$ cat src/rtl/keypad_event_decoder.sv
// Keypad front end: synchronises, debounces and encodes one-hot key lines into queued events.
// Optional auto-repeat of held digit keys is built when KEYPAD_AUTOREPEAT_EN is defined.
module keypad_event_decoder #(
  parameter int unsigned NUM_DIGITS    = 10,
  parameter int unsigned NUM_FUNC      = 2,
  parameter int unsigned DEBOUNCE_CYC  = 16,
  parameter int unsigned FIFO_DEPTH    = 4,
  parameter int unsigned REPEAT_DELAY  = 64,
  parameter int unsigned REPEAT_PERIOD = 16,
  localparam int unsigned NUM_KEYS     = NUM_DIGITS + NUM_FUNC,
  localparam int unsigned NUM_W        = (NUM_DIGITS > 1) ? $clog2(NUM_DIGITS) : 1,
  localparam int unsigned MODE_W       = (NUM_FUNC > 0) ? $clog2(NUM_FUNC + 1) : 1
) (
  input  logic                clk_i,
  input  logic                rst_i,
  input  logic [NUM_KEYS-1:0] sw_sig_i,
  output logic                evt_valid_o,
  input  logic                evt_ready_i,
  output logic [MODE_W-1:0]   evt_mode_o,
  output logic [NUM_W-1:0]    evt_num_o,
  output logic                err_o,
  output logic                ovf_o,
  output logic                busy_o
);

  localparam int unsigned CNT_W  = $clog2(DEBOUNCE_CYC + 1);
  localparam int unsigned PTR_W  = $clog2(FIFO_DEPTH);
  localparam int unsigned DATA_W = MODE_W + NUM_W;
  localparam logic [CNT_W-1:0] DB_LAST  = CNT_W'(DEBOUNCE_CYC - 1);
  localparam logic [PTR_W:0]   FULL_CNT = (PTR_W + 1)'(FIFO_DEPTH);

  if (DEBOUNCE_CYC < 2 || FIFO_DEPTH < 2 || (FIFO_DEPTH & (FIFO_DEPTH - 1)) != 0 ||
      REPEAT_DELAY < 1 || REPEAT_PERIOD < 1 || NUM_DIGITS < 2 || NUM_FUNC < 1) begin : gBadParams
    $error("keypad_event_decoder: illegal parameter set");
  end

  typedef enum logic [1:0] {IDLE, PRESS_DB, HELD, REL_DB} state_e;

  logic [NUM_KEYS-1:0] sync1_q, sync2_q;
  state_e              state_q;
  logic [NUM_KEYS-1:0] cand_q;
  logic [CNT_W-1:0]    cnt_q;
  logic                push_q;
  logic [MODE_W-1:0]   push_mode_q;
  logic [NUM_W-1:0]    push_num_q;
  logic                err_q;

  logic [MODE_W-1:0]   enc_mode;
  logic [NUM_W-1:0]    enc_num;
  logic                cand_onehot;

  always_ff @(posedge clk_i) begin
    if (rst_i) begin
      sync1_q <= '0;
      sync2_q <= '0;
    end else begin
      sync1_q <= sw_sig_i;
      sync2_q <= sync1_q;
    end
  end

  // Event code of the candidate; only meaningful when it is one-hot.
  always_comb begin
    enc_mode = '0;
    enc_num  = '0;
    for (int i = 0; i < NUM_KEYS; i++) begin
      if (cand_q[i]) begin
        if (i < NUM_DIGITS) enc_num  = NUM_W'(i);
        else                enc_mode = MODE_W'(i - NUM_DIGITS + 1);
      end
    end
  end

  assign cand_onehot = (cand_q != '0) && ((cand_q & (cand_q - 1'b1)) == '0);

`ifdef KEYPAD_AUTOREPEAT_EN
  localparam int unsigned REP_MAX = (REPEAT_DELAY > REPEAT_PERIOD) ? REPEAT_DELAY : REPEAT_PERIOD;
  localparam int unsigned REP_W   = $clog2(REP_MAX + 1);
  localparam logic [REP_W-1:0] REP_FIRST_LAST = REP_W'(REPEAT_DELAY - 1);
  localparam logic [REP_W-1:0] REP_NEXT_LAST  = REP_W'(REPEAT_PERIOD - 1);

  logic [REP_W-1:0] rep_cnt_q;
  logic             rep_first_q;
  logic             rep_ok_q;
  logic             cand_is_digit;

  assign cand_is_digit = cand_onehot && (cand_q[NUM_DIGITS-1:0] != '0);
`endif

  always_ff @(posedge clk_i) begin
    if (rst_i) begin
      state_q     <= IDLE;
      cand_q      <= '0;
      cnt_q       <= '0;
      push_q      <= 1'b0;
      push_mode_q <= '0;
      push_num_q  <= '0;
      err_q       <= 1'b0;
`ifdef KEYPAD_AUTOREPEAT_EN
      rep_cnt_q   <= '0;
      rep_first_q <= 1'b0;
      rep_ok_q    <= 1'b0;
`endif
    end else begin
      push_q <= 1'b0;
      err_q  <= 1'b0;
      unique case (state_q)
        IDLE: begin
          if (sync2_q != '0) begin
            cand_q  <= sync2_q;
            cnt_q   <= CNT_W'(1);
            state_q <= PRESS_DB;
          end
        end
        PRESS_DB: begin
          if (sync2_q == '0) begin
            cnt_q   <= '0;
            state_q <= IDLE;
          end else if (sync2_q != cand_q) begin
            cand_q <= sync2_q;
            cnt_q  <= CNT_W'(1);
          end else if (cnt_q == DB_LAST) begin
            // Accepted: a single key becomes an event, a chord only flags an error.
            if (cand_onehot) begin
              push_q      <= 1'b1;
              push_mode_q <= enc_mode;
              push_num_q  <= enc_num;
            end else begin
              err_q <= 1'b1;
            end
`ifdef KEYPAD_AUTOREPEAT_EN
            rep_ok_q <= cand_is_digit;
`endif
            cnt_q   <= '0;
            state_q <= HELD;
          end else begin
            cnt_q <= cnt_q + 1'b1;
          end
        end
        HELD: begin
          if (sync2_q == '0) begin
            cnt_q   <= CNT_W'(1);
            state_q <= REL_DB;
`ifdef KEYPAD_AUTOREPEAT_EN
            rep_cnt_q   <= '0;
            rep_first_q <= 1'b0;
          end else if (rep_ok_q) begin
            if (rep_cnt_q == (rep_first_q ? REP_NEXT_LAST : REP_FIRST_LAST)) begin
              push_q      <= 1'b1;
              rep_cnt_q   <= '0;
              rep_first_q <= 1'b1;
            end else begin
              rep_cnt_q <= rep_cnt_q + 1'b1;
            end
`endif
          end
        end
        REL_DB: begin
          if (sync2_q != '0) begin
            cnt_q   <= '0;
            state_q <= HELD;
          end else if (cnt_q == DB_LAST) begin
            cnt_q   <= '0;
            state_q <= IDLE;
          end else begin
            cnt_q <= cnt_q + 1'b1;
          end
        end
        default: state_q <= IDLE;
      endcase
    end
  end

  assign busy_o = (state_q != IDLE);
  assign err_o  = err_q;

  logic [DATA_W-1:0] mem_q [FIFO_DEPTH];
  logic [PTR_W-1:0]  wptr_q, rptr_q, rptr_d;
  logic [PTR_W:0]    count_q, count_d, count_after_pop;
  logic              valid_q, ovf_q, ovf_d;
  logic [DATA_W-1:0] head_q, head_d, wdata;
  logic              pop, wr;

  assign wdata = {push_mode_q, push_num_q};

  // A push into a full queue only lands when the same edge also pops the head.
  always_comb begin
    pop             = (count_q != '0) && evt_ready_i;
    wr              = push_q && ((count_q != FULL_CNT) || pop);
    ovf_d           = push_q && (count_q == FULL_CNT) && !pop;
    rptr_d          = pop ? rptr_q + 1'b1 : rptr_q;
    count_after_pop = pop ? count_q - 1'b1 : count_q;
    count_d         = wr ? count_after_pop + 1'b1 : count_after_pop;
    head_d          = '0;
    if (count_after_pop == '0) begin
      if (wr) head_d = wdata;
    end else begin
      head_d = mem_q[rptr_d];
    end
  end

  always_ff @(posedge clk_i) begin
    if (wr) mem_q[wptr_q] <= wdata;
  end

  always_ff @(posedge clk_i) begin
    if (rst_i) begin
      wptr_q  <= '0;
      rptr_q  <= '0;
      count_q <= '0;
      valid_q <= 1'b0;
      head_q  <= '0;
      ovf_q   <= 1'b0;
    end else begin
      if (wr) wptr_q <= wptr_q + 1'b1;
      rptr_q  <= rptr_d;
      count_q <= count_d;
      valid_q <= (count_d != '0);
      head_q  <= head_d;
      ovf_q   <= ovf_d;
    end
  end

  assign evt_valid_o = valid_q;
  assign {evt_mode_o, evt_num_o} = head_q;
  assign ovf_o = ovf_q;

endmodule
$ cat config.mk
export PLATFORM = sky130hd
export DESIGN_NAME = keypad_event_decoder
export DESIGN_NICKNAME = d
export VERILOG_FILES = /design/src/rtl/keypad_event_decoder.sv
export SDC_FILE = /design/constraint.sdc
export NUM_CORES = 1
export LEC_CHECK = 0
export BUFFER_PORTS_ARGS = -buffer_cell sky130_fd_sc_hd__buf_2
export CAP_MARGIN = 20
export CORE_ASPECT_RATIO = 1.75
export CORE_MARGIN = 4
export CORE_UTILIZATION = 54
export CTS_CLUSTER_SIZE = 14
export DETAILED_ROUTE_END_ITERATION = 16
export MAX_ROUTING_LAYER = met4
export PLACE_DENSITY = 0.86
export SLEW_MARGIN = 0
export SYNTH_ARGS = -nofsm -noshare
export SYNTH_HDL_FRONTEND = slang
export SYNTH_SLANG_ARGS = --single-unit
export TNS_END_PERCENT = 1
$ cat constraint.sdc
create_clock -name clk_i -period 2.46 [get_ports clk_i]
set_input_delay 0.369 -clock clk_i [delete_from_list [all_inputs] [get_ports clk_i]]
set_output_delay 0.369 -clock clk_i [all_outputs]
set_load 0.005 [all_outputs]
==> flow_results.xml <==
<?xml version="1.0" encoding="UTF-8"?>
<metrics>
  <group name="status">
    <metric name="status" unit="">finished, final reports clean</metric>
  </group>
  <group name="timing">
    <metric name="final_min_period_over_clock_period" unit="">0.946</metric>
    <metric name="clock-skew-final" unit="ns">0.00788</metric>
    <metric name="timing.final.hold_violations" unit="">0</metric>
    <metric name="final_max_slew_viol_count" unit="">0</metric>
    <metric name="max_slew.worst_pin.slew" unit="ns">0.702</metric>
    <metric name="totalNegativeSetupSlack" unit="ns">0</metric>
    <metric name="timing.max_slew.rel_slack" unit="">0.532</metric>
    <metric name="fin_crit" unit="ns">2.33</metric>
    <metric name="fmaxAchievable" unit="GHz">0.430</metric>
    <metric name="setup_viol_count_final" unit="">0</metric>
  </group>
  <group name="routing">
    <metric name="post-route-drc-count" unit="">0</metric>
    <metric name="post_drt_wl_per_cell" unit="µm">15.0</metric>
    <metric name="vias" unit="">2503</metric>
    <metric name="drt.antenna.violating_nets" unit="">0</metric>
    <metric name="drt_iter0_markers" unit="">123</metric>
    <metric name="first_pass_iters" unit="">4</metric>
    <metric name="routed_via_density" unit="">5.51</metric>
    <metric name="detail_route.wirelength" unit="mm">6.82</metric>
  </group>
  <group name="cts">
    <metric name="htreeDepth" unit="">3</metric>
    <metric name="cts_tree" unit="">yes</metric>
    <metric name="cts.sinks" unit="">90</metric>
    <metric name="cts-root-buf" unit="">clkbuf_16</metric>
    <metric name="cts_hold_repair.buffers" unit="">0</metric>
    <metric name="cts-buffers-inserted" unit="">9</metric>
    <metric name="clkTransAtPathRegs" unit="ns">0.06</metric>
    <metric name="clockBufferDepth" unit="">2</metric>
    <metric name="clock_insertion_delay_worst_skew" unit="ns">0.33</metric>
  </group>
  <group name="placed_design">
    <metric name="detailed_place.area" unit="µm²">3950</metric>
    <metric name="gp_congestion" unit="">0.840</metric>
    <metric name="place.detailed.hpwl" unit="mm">4.81</metric>
    <metric name="placed_cells" unit="">438</metric>
    <metric name="buffer_ports.inserted" unit="">24</metric>
  </group>
  <group name="yosys">
    <metric name="netlist_top_cells_count" unit="">66 x dfxtp_1, 36 x nor2_1, 26 x nor2b_1, 24 x edfxtp_1, 17 x mux2i_1</metric>
    <metric name="ys_top_cells_by_area" unit="">dfxtp_1 35%, edfxtp_1 19%, mux2i_1 4.6%, nor2b_1 4.4%, nor2_1 3.6%</metric>
    <metric name="postSynth.asyncResetShare" unit="">0</metric>
    <metric name="synthDominantAreaCellType" unit="">dfxtp_1</metric>
    <metric name="synth_seq_cells" unit="">90</metric>
    <metric name="netlist_area" unit="µm²">3730</metric>
    <metric name="synth-simple-area-share" unit="">0.183</metric>
    <metric name="xor_xnor_share_of_the_synthesized_area" unit="">0.0470</metric>
    <metric name="netlist_instances" unit="">337</metric>
    <metric name="yosysSeqAreaShare" unit="">0.548</metric>
    <metric name="post_synth_num_cell_types" unit="">50</metric>
    <metric name="yosys_warnings" unit="">0</metric>
    <metric name="post_synth_fa_ha_maj_area_fraction" unit="">0.0329</metric>
    <metric name="synth_top_family_by_area" unit="">simple AND/OR/NAND/NOR gates</metric>
    <metric name="synthDominantCellAreaShare" unit="">0.355</metric>
    <metric name="synth.avg_cell_area" unit="µm²">11.1</metric>
    <metric name="synth.mux.area_fraction" unit="">0.0819</metric>
    <metric name="synth-compound-area-share" unit="">0.0702</metric>
    <metric name="synth_most_common_cell" unit="">dfxtp_1</metric>
    <metric name="synth_top_flop_cell" unit="">dfxtp_1</metric>
    <metric name="synth_nets" unit="">361</metric>
    <metric name="number_of_enable_flip_flop_cells_after_synthesis" unit="">24</metric>
  </group>
  <group name="finish">
    <metric name="fillers" unit="">505</metric>
    <metric name="num_antenna_cells" unit="">0</metric>
    <metric name="finish.cell_count_without_fillers" unit="">454</metric>
    <metric name="layout-drive-gt1-share" unit="">0.172</metric>
    <metric name="design_area" unit="µm²">4270</metric>
    <metric name="final_nets" unit="">391</metric>
    <metric name="syn2layout_area_growth" unit="%">14.5</metric>
  </group>
  <group name="global_routing">
    <metric name="grt_start_max_net_pins" unit="">38</metric>
    <metric name="grt_usage" unit="">0.181</metric>
    <metric name="grt_first_pass_wirelength" unit="mm">11.5</metric>
    <metric name="global_route.overflow_total" unit="">0</metric>
    <metric name="first_global_vias" unit="">2530</metric>
    <metric name="grt_antenna_before_repair" unit="">0</metric>
  </group>
  <group name="die">
    <metric name="core_area" unit="µm²">6640</metric>
    <metric name="initial_core_util" unit="">0.561</metric>
    <metric name="die_h" unit="µm">118</metric>
    <metric name="chipWidth" unit="µm">70.8</metric>
    <metric name="placement_rows" unit="">39</metric>
    <metric name="io-pin-count" unit="">25</metric>
    <metric name="die-area" unit="µm²">8350</metric>
  </group>
  <group name="flow_run">
    <metric name="maxCapViolations" unit="">0</metric>
  </group>
  <group name="critical_path">
    <metric name="worstPathArrival" unit="ns">2.52</metric>
    <metric name="worstSetupPathType" unit="">flip-flop to flip-flop</metric>
    <metric name="critical-path-slowest-cell" unit="">or4_4</metric>
    <metric name="slowest_delay" unit="ns">0.58</metric>
    <metric name="worst_ep_required_time" unit="ns">2.65</metric>
    <metric name="critPathCaptureType" unit="">flip-flop</metric>
    <metric name="crit_path_max_fanout" unit="">9</metric>
    <metric name="timing.critical_path.cells" unit="">or4_4 &gt; nor4b_1 &gt; nand3b_1 &gt; a2111oi_4 &gt; buf_6 &gt; mux2i_1 &gt; nor2_1</metric>
    <metric name="timing.critical_path.from_type" unit="">flip-flop</metric>
  </group>
  <group name="worst_hold_path">
    <metric name="hp-class" unit="">input pin to flip-flop</metric>
  </group>
  <group name="pwr">
    <metric name="static_leakage" unit="µW">0.00177</metric>
    <metric name="power.density_cell_area" unit="nW/µm²">861</metric>
    <metric name="worst_ir_drop_vdd" unit="mV">0.559</metric>
  </group>
</metrics>
-- area by class of cell --
class / instances / area (µm²) / area share
multi-input combinational: 218 / 1560 / 0.367
sequential: 90 / 2040 / 0.479
inverter: 12 / 45.0 / 0.0106
clock inverter: 4 / 51.3 / 0.0120
clock buffer: 12 / 246 / 0.0578
tap: 82 / 103 / 0.0240
timing repair buffer: 36 / 214 / 0.0501
-- sequential cells by signal, indices dropped and copies added (netlist names), 3 cells and up, named ones only --
register	flops
cand_q	12
cnt_q	5
count_q	3
head_q	6
mem_q	24
push_num_q	4
sync1_q	12
sync2_q	12
-- cell families (layout without fill, tap and decap cells) --
kind of cell | after synthesis | count (layout)
AO/OA/AOI/OAI | 36 | 36
XOR/XNOR | 20 | 20
adder cells (fa/ha/maj) | 10 | 10
buffers and inverters | 29 | 64
flip-flops | 90 | 90
multiplexers | 23 | 23
AND/OR/NAND/NOR | 129 | 129
-- timing repair --
item | in CTS | in global routing
buffers inserted | 0 | 0
resized for setup | 0 | 6
setup endpoints to repair | 0 | 7
-- final timing paths --
kind,start,endpoint,slack [ns],cells past startpoint
worst max-delay path,cand_q[0]$_SDFFE_PP0P_,push_num_q[2]$_SDFFE_PP0P_,0.13,7
worst min-delay path,sw_sig_i[11],sync1_q[11]$_SDFF_PP0_,0.24,2
worst max register to register,cand_q[0]$_SDFFE_PP0P_,push_num_q[2]$_SDFFE_PP0P_,0.13,7
worst min register to register,sync1_q[7]$_SDFF_PP0_,sync2_q[7]$_SDFF_PP0_,0.43,1
-- where the power goes --
group | switching, µW | total (µW) | leakage [µW] | internal (µW)
clock network | 527 | 1340 | 0.000143 | 817
logic | 389 | 693 | 0.000861 | 303
registers | 46.5 | 1640 | 0.000763 | 1590
total | 963 | 3670 | 0.00177 | 2710
-- cell usage in the layout, fill, tap and decap left out, drive strengths merged, types with 11 or more instances in the layout --
cell type,n
xor2,15
dfxtp,66
edfxtp,24
nand3,11
clkbuf,12
buf,36
nand2,15
nor2,36
inv,13
nor2b,26
a21oi,13
mux2i,17
-- routing by layer --
metal | routed length (µm) | track usage | part of all wire | vias up
met3 | 236 | 0.0462 | 0.035 | 17
met5 | 0 | - | 0 | -
met2 | 3910 | 0.323 | 0.57 | 56
met1 | 2440 | 0.170 | 0.36 | 1181
met4 | 230 | 0.0988 | 0.034 | 0
li1 | - | - | - | 1249
-- per-stage QoR --
stage	worst slack, ns	utilization	hold slack [ns]	total power (µW)
after floorplan	0.158	-	0.414	2170
after global placement	0.185	0.594	0.416	2310
after detailed placement	0.0543	0.594	0.422	2350
after CTS	0.0283	0.639	0.231	3710
after global routing	-0.0707	0.643	0.234	3870
final	0.133	0.643	0.242	3670
-- worst max-delay path: cells and delay by family (launching register included) --
family	cells	cell delay [ns]
DFF	1	0.35
buffers and inverters	1	0.19
muxes	1	0.19
AOI/OAI and AO/OA	1	0.39
and+or+nand+nor	4	1.07
No activity file was read; power rests on OpenSTA's default activity.
